## src/rtl/retire_queue_if.sv

```systemverilog
// Alloc / completion / retire bundle for retire_queue; master drives requests, slave is the queue.
// Widths track DEPTH and DATA_WIDTH so both ends agree on index and count sizes.
interface retire_queue_if #(
  parameter int DEPTH      = 8,
  parameter int DATA_WIDTH = 32
);
  localparam int IDX_W = $clog2(DEPTH);
  localparam int CNT_W = $clog2(DEPTH + 1);

  logic                  flush;
  logic                  alloc_valid;
  logic                  alloc_ready;
  logic [IDX_W-1:0]      alloc_id;
  logic                  cmpl_valid;
  logic [IDX_W-1:0]      cmpl_id;
  logic [DATA_WIDTH-1:0] cmpl_data;
  logic                  cmpl_err;
  logic                  retire_valid;
  logic                  retire_ready;
  logic [DATA_WIDTH-1:0] retire_data;
  logic [IDX_W-1:0]      retire_id;
  logic [CNT_W-1:0]      occupancy;
  logic [CNT_W-1:0]      ready_run;

  modport master (
    output flush, alloc_valid, cmpl_valid, cmpl_id, cmpl_data, retire_ready,
    input  alloc_ready, alloc_id, cmpl_err, retire_valid, retire_data, retire_id,
           occupancy, ready_run
  );

  modport slave (
    input  flush, alloc_valid, cmpl_valid, cmpl_id, cmpl_data, retire_ready,
    output alloc_ready, alloc_id, cmpl_err, retire_valid, retire_data, retire_id,
           occupancy, ready_run
  );
endinterface

```

## src/rtl/retire_queue.sv

```systemverilog
// In-order retire queue: allocs in order, completes out of order, retires from head one cycle after completion.
// Backpressure: alloc_ready drops only on full (never relieved by a same-cycle retire); retire holds until retire_ready.
module retire_queue #(
  parameter int DEPTH      = 8,
  parameter int DATA_WIDTH = 32
) (
  input  logic           clk_i,
  input  logic           rst_i,
  retire_queue_if.slave  bus
);
  localparam int IDX_W = $clog2(DEPTH);
  localparam int CNT_W = $clog2(DEPTH + 1);

  logic [IDX_W:0]        head_q, head_d;
  logic [IDX_W:0]        tail_q, tail_d;
  logic [DEPTH-1:0]      valid_q, valid_d;
  logic [DEPTH-1:0]      done_q, done_d;
  logic [DATA_WIDTH-1:0] data_q [DEPTH];
  logic                  err_q, err_d;

  logic [IDX_W-1:0]      head_idx, tail_idx;
  logic                  full, empty;
  logic                  alloc_fire, cmpl_ok, retire_fire, retire_vld;
  logic [IDX_W:0]        occ;
  logic [2*DEPTH-1:0]    done_dbl;
  logic [DEPTH-1:0]      done_rot;
  logic [DEPTH-1:0]      pref, nxt;
  logic [CNT_W-1:0]      run;

  assign head_idx = head_q[IDX_W-1:0];
  assign tail_idx = tail_q[IDX_W-1:0];
  assign full     = (head_idx == tail_idx) && (head_q[IDX_W] != tail_q[IDX_W]);
  assign empty    = (head_q == tail_q);

  // Legality is judged on pre-edge state, so a same-cycle alloc of cmpl_id is still invalid here.
  assign cmpl_ok     = bus.cmpl_valid && valid_q[bus.cmpl_id] && !done_q[bus.cmpl_id];
  assign retire_vld  = !empty && done_q[head_idx];
  assign alloc_fire  = bus.alloc_valid && !full;
  assign retire_fire = retire_vld && bus.retire_ready;

  assign occ = tail_q - head_q;

  // Rotate the done bitmap so bit 0 is the head entry.
  assign done_dbl = {done_q, done_q} >> head_idx;
  assign done_rot = done_dbl[DEPTH-1:0];

  // Kogge-Stone prefix-AND: pref[i] = AND of done_rot[0..i]; slots past the tail are never done.
  always_comb begin
    pref = done_rot;
    nxt  = '0;
    for (int s = 0; s < IDX_W; s++) begin
      nxt = pref;
      for (int i = 0; i < DEPTH; i++) begin
        if (i >= (1 << s)) begin
          nxt[IDX_W'(i)] = pref[IDX_W'(i)] & pref[IDX_W'(i - (1 << s))];
        end
      end
      pref = nxt;
    end
  end

  always_comb begin
    run = '0;
    for (int i = 0; i < DEPTH; i++) begin
      run = run + CNT_W'(pref[IDX_W'(i)]);
    end
  end

  always_comb begin
    head_d  = head_q;
    tail_d  = tail_q;
    valid_d = valid_q;
    done_d  = done_q;
    err_d   = bus.cmpl_valid && !cmpl_ok;
    if (bus.flush) begin
      head_d  = '0;
      tail_d  = '0;
      valid_d = '0;
      done_d  = '0;
      err_d   = 1'b0;
    end else begin
      // Alloc, completion and retire always touch distinct entries, so their order here is irrelevant.
      if (alloc_fire) begin
        valid_d[tail_idx] = 1'b1;
        done_d[tail_idx]  = 1'b0;
        tail_d            = tail_q + (IDX_W+1)'(1);
      end
      if (cmpl_ok) begin
        done_d[bus.cmpl_id] = 1'b1;
      end
      if (retire_fire) begin
        valid_d[head_idx] = 1'b0;
        done_d[head_idx]  = 1'b0;
        head_d            = head_q + (IDX_W+1)'(1);
      end
    end
  end

  always_ff @(posedge clk_i or posedge rst_i) begin
    if (rst_i) begin
      head_q  <= '0;
      tail_q  <= '0;
      valid_q <= '0;
      done_q  <= '0;
      err_q   <= 1'b0;
    end else begin
      head_q  <= head_d;
      tail_q  <= tail_d;
      valid_q <= valid_d;
      done_q  <= done_d;
      err_q   <= err_d;
    end
  end

  // Payload storage carries no reset; it is only observed once its done bit is set.
  always_ff @(posedge clk_i) begin
    if (!bus.flush && cmpl_ok) begin
      data_q[bus.cmpl_id] <= bus.cmpl_data;
    end
  end

  assign bus.alloc_ready  = !full;
  assign bus.alloc_id     = tail_idx;
  assign bus.cmpl_err     = err_q;
  assign bus.retire_valid = retire_vld;
  assign bus.retire_data  = data_q[head_idx];
  assign bus.retire_id    = head_idx;
  assign bus.occupancy    = CNT_W'(occ);
  assign bus.ready_run    = run;
endmodule

```

## src/flat_wrapper.sv

```systemverilog
// flat-port wrapper written by rule: the top's interface ports become plain ports
module retire_queue_flat 
#(
  parameter int DEPTH      = 8,
  parameter int DATA_WIDTH = 32
)
  (clk_i, rst_i, bus_flush, bus_alloc_valid, bus_cmpl_valid, bus_cmpl_id, bus_cmpl_data, bus_retire_ready, bus_alloc_ready, bus_alloc_id, bus_cmpl_err, bus_retire_valid, bus_retire_data, bus_retire_id, bus_occupancy, bus_ready_run);
  retire_queue_if #(.DEPTH(DEPTH), .DATA_WIDTH(DATA_WIDTH)) bus_i ();
  input  logic clk_i;
  input  logic rst_i;
  input wire logic [$bits(bus_i.flush)-1:0] bus_flush;
  input wire logic [$bits(bus_i.alloc_valid)-1:0] bus_alloc_valid;
  input wire logic [$bits(bus_i.cmpl_valid)-1:0] bus_cmpl_valid;
  input wire logic [$bits(bus_i.cmpl_id)-1:0] bus_cmpl_id;
  input wire logic [$bits(bus_i.cmpl_data)-1:0] bus_cmpl_data;
  input wire logic [$bits(bus_i.retire_ready)-1:0] bus_retire_ready;
  output wire logic [$bits(bus_i.alloc_ready)-1:0] bus_alloc_ready;
  output wire logic [$bits(bus_i.alloc_id)-1:0] bus_alloc_id;
  output wire logic [$bits(bus_i.cmpl_err)-1:0] bus_cmpl_err;
  output wire logic [$bits(bus_i.retire_valid)-1:0] bus_retire_valid;
  output wire logic [$bits(bus_i.retire_data)-1:0] bus_retire_data;
  output wire logic [$bits(bus_i.retire_id)-1:0] bus_retire_id;
  output wire logic [$bits(bus_i.occupancy)-1:0] bus_occupancy;
  output wire logic [$bits(bus_i.ready_run)-1:0] bus_ready_run;
  assign bus_i.flush = bus_flush;
  assign bus_i.alloc_valid = bus_alloc_valid;
  assign bus_i.cmpl_valid = bus_cmpl_valid;
  assign bus_i.cmpl_id = bus_cmpl_id;
  assign bus_i.cmpl_data = bus_cmpl_data;
  assign bus_i.retire_ready = bus_retire_ready;
  assign bus_alloc_ready = bus_i.alloc_ready;
  assign bus_alloc_id = bus_i.alloc_id;
  assign bus_cmpl_err = bus_i.cmpl_err;
  assign bus_retire_valid = bus_i.retire_valid;
  assign bus_retire_data = bus_i.retire_data;
  assign bus_retire_id = bus_i.retire_id;
  assign bus_occupancy = bus_i.occupancy;
  assign bus_ready_run = bus_i.ready_run;
  retire_queue #(.DEPTH(DEPTH), .DATA_WIDTH(DATA_WIDTH)) u_core (.clk_i(clk_i), .rst_i(rst_i), .bus(bus_i));
endmodule
```

## config.mk

```make
export PLATFORM = sky130hd
export DESIGN_NAME = retire_queue_flat
export DESIGN_NICKNAME = d
export VERILOG_FILES = /design/src/rtl/retire_queue_if.sv /design/src/rtl/retire_queue.sv /design/src/flat_wrapper.sv
export SDC_FILE = /design/constraint.sdc
export NUM_CORES = 1
export LEC_CHECK = 0
export CAP_MARGIN = 20
export CELL_PAD_IN_SITES_DETAIL_PLACEMENT = 0
export CELL_PAD_IN_SITES_GLOBAL_PLACEMENT = 1
export CORE_UTILIZATION = 49
export DETAILED_ROUTE_END_ITERATION = 10
export PLACE_DENSITY = 0.89
export SYNTH_ARGS = -nofsm -noshare
export SYNTH_HDL_FRONTEND = slang
export SYNTH_SLANG_ARGS = --single-unit
export TNS_END_PERCENT = 10
```

## constraint.sdc

```tcl
create_clock -name clk_i -period 5.36 [get_ports clk_i]
set_input_delay 1.608 -clock clk_i [delete_from_list [all_inputs] [get_ports clk_i]]
set_output_delay 1.608 -clock clk_i [all_outputs]
set_load 0.01 [all_outputs]
```

==> summary.txt <==
outcome -> finished clean
peak supply drop -> 0.2274 mV
Ports -> 90
routed vias/inst -> 5.673
Top FF cell, synth -> edfxtp_1
Slew @ Worst Pin -> 884.6 ps
Worst Hold Endpoint -> u_core.valid_q[3]
top cell type's share of synthesized area -> 65.15%
WP data required -> 3750 ps
Clock Path Buffers -> 3
Setup CP Type -> reg -> out
Reg2Reg Launch Point -> u_core.head_q[1]
Leak -> 4.499 nW
slowest CP cell -> buf_4
mux cell area share after synthesis -> 9.670%
CP top delay family -> buffers and inverters
Area Overhead vs Synth -> 17.98%
Worst Hold Depth -> 2
Die H -> 157.2 um
Cell Pwr Density -> 319.8 nW/um^2
CP Data Arrival Time -> 3250 ps
Post-CTS Resized -> 0
R2R Setup Slk -> 2190 ps
initial core utilization -> 50.12%
sequential-to-total area share from yosys stat -> 70.45%
Root Buffer -> clkbuf_16
Detailed Routing Iterations Pass 1 -> 4
Worst Path Buf+Inv -> 3
final period utilization -> 90.57%
Final GP Congestion -> 0.8531
Max Fclk -> 206.0 MHz
Worst R2R End -> u_core.done_q[4]
ranking of synthesized cells by area -> edfxtp_1, mux2i_1, dfrtp_1
vias in the first global route -> 6,820
layout cells sized above 1 -> 13.94%
Synth Area in Compound Gates -> 10.05%
Ys Warns -> 0
core area -> 23,540 sq um
Worst-Skew Late Latency -> 570 ps
Setup Skew -> 42.12 ps
crit-path max FO -> 50
Synth async-reset ratio -> 8.897%
endpoint class of the critical path -> output port
min Tclk post-route -> 4854 ps
Final Hold Fails -> 0
pre-CTS setup slack -> 902.3 ps
xor/xnor share of the synthesized area -> 0.5832%
EDFF count, synth -> 256
gr usage total -> 20.36%
post-synth top area cell -> edfxtp_1
fin util -> 59.14%
TritonCTS clock tree -> yes
Worst R2R Path Depth -> 7
crit-path max cell delay -> 560 ps
critical path depth in cells -> 6
PortBufs -> 85
Hold WC Path Type -> reg -> reg
top-count cell post-synth -> edfxtp_1
die width -> 157.2 um
Nets -> 901
cts bufs inserted -> 28
worst setup margin -> 505.5 ps
slew margin rel. -> 40.60%
largest net degree at the start of global routing -> 71
DP HPWL -> 14.45 mm
DRT iter0 DRCs -> 534
Post-Synth Adder-Cell Area -> 0.6998%
Antenna diodes -> 0
fill cell count -> 1,799
Setup Buffers After CTS -> 0
fin area -> 13,920 sq um
Seq cells post-synth -> 281
max cap viols -> 0
initial antenna violation count -> 0
CTS Sinks -> 281
Synth Area in Simple Gates -> 5.588%
total power -> 4.452 mW
Residual DRC -> 0
CP startpoint kind -> register
crit path cell chain -> buf_4 -> clkinv_1 -> ha_1 -> nand3_1 -> nand2b_1 -> clkdlybuf4s50_1
Slew Limit Fails -> 0
Detail Route Antenna Nets -> 0
Vias -> 6,774
Hold Buf Count CTS -> 0
distinct cell type count after synthesis -> 59
H-Tree Level Count -> 1
main combinational cell family by area after synthesis -> compound AO/OA/AOI/OAI gates
dpl cell area -> 12,990 sq um
FP Rows -> 56
most frequent cells after synthesis -> edfxtp_1, mux2i_1, nor2_1
drt wl/cell -> 20.46 um
Gate Count Post-Synth -> 770
Mapped Area -> 11,800 sq um
Reg clk slew, reported paths -> 60 ps
Die Footprint -> 24,710 sq um
GRT Residual Overflow -> 0
syn_area_per_cell -> 15.32 sq um
hold_sp -> u_core.valid_q[3]
RSZ-0062 raised after global routing -> false
routed wire length -> 24.43 mm
global-route wire length before repair -> 38.10 mm
# setup viols final -> 0
[placed cells by master (no fill, tap or decap), types with 5 or more instances in the layout]
cell type        instances
a211oi_1                 5
a21oi_1                 42
a22o_1                  25
buf_4                   19
clkbuf_1                 5
clkbuf_16               28
clkdlybuf4s50_1         85
clkinv_1                 8
clkinv_2                 6
dfrtp_1                 22
edfxtp_1               256
ha_1                     5
inv_1                   16
mux2_2                  30
mux2i_1                 75
nand2_1                 41
nand3_1                 10
nor2_1                  45
nor2b_1                 10
nor3_1                  12
nor4_2                   8
o2111ai_1                6
o211ai_1                 6
o21ai_0                  8
o221ai_1                32
[sequential cells by signal (all words and copies together) (netlist names)]
name                 cells
u_core.bus.cmpl_err      1
u_core.data_q          256
u_core.done_q            8
u_core.head_q            4
u_core.tail_q            4
u_core.valid_q           8
[how the worst max path moves through the flow]
stage	slack (ps)	end	from
detailed placement	900	u_core.data_q[1][21]	bus_cmpl_id[1]
floorplan	-720	u_core.data_q[1][0]	bus_cmpl_id[0]
global placement	990	u_core.data_q[6][22]	bus_cmpl_id[1]
finish	510	bus_alloc_ready	u_core.head_q[1]
CTS	470	bus_alloc_ready	u_core.head_q[1]
global route	270	bus_alloc_ready	u_core.head_q[1]
[through the flow]
stage                     hold slack (ps)  setup TNS, ps  std cells
after floorplan                     498.7        -183100        773
after global placement              522.4              0       1142
after detailed placement            529.3              0       1142
after CTS                           541.7              0       1193
after global routing                569.5              0       1194
final                               543.9              0       1194
[kinds of logic after synthesis]
group / count (synthesis)
other: 1
DFF: 281
muxes: 109
xor gates and xnor gates: 7
adders and majority gates: 6
AOI/OAI and AO/OA: 151
buffers and inverters: 72
and+or+nand+nor: 143
[per-layer routing]
layer,part of all wire (%),global-route usage (%)
met5,0,0
met4,1.7,4.716
met3,5.8,3.717
met2,49,34.20
met1,44,27.58
[layout make-up]
cell class	instances	area (sq um)	area share (%)
repair buffers	105	1021	7.334
well taps	319	399.1	2.867
flip-flops and latches	281	8319	59.76
clock inverters	18	190.2	1.366
clock buffers	33	719.4	5.168
inverters	18	67.56	0.4853
multi-input cells	420	3206	23.03
[where the power goes]
part	switching [mW]	leakage, nW	internal (mW)
registers	0.00677	2.64	2.40
clock network	0.804	0.446	1.11
logic	0.0803	1.41	0.0557
total	0.891	4.50	3.56
[worst reg2reg max path, cell delays in order (launching register included)]
cell and delay, ps:
dfrtp_2 350, buf_4 560, clkinv_1 220, ha_1 350
nand3_1 420, o21ai_2 210, a2111oi_1 790, nor3_1 110
(Power assumes the default switching activity.)
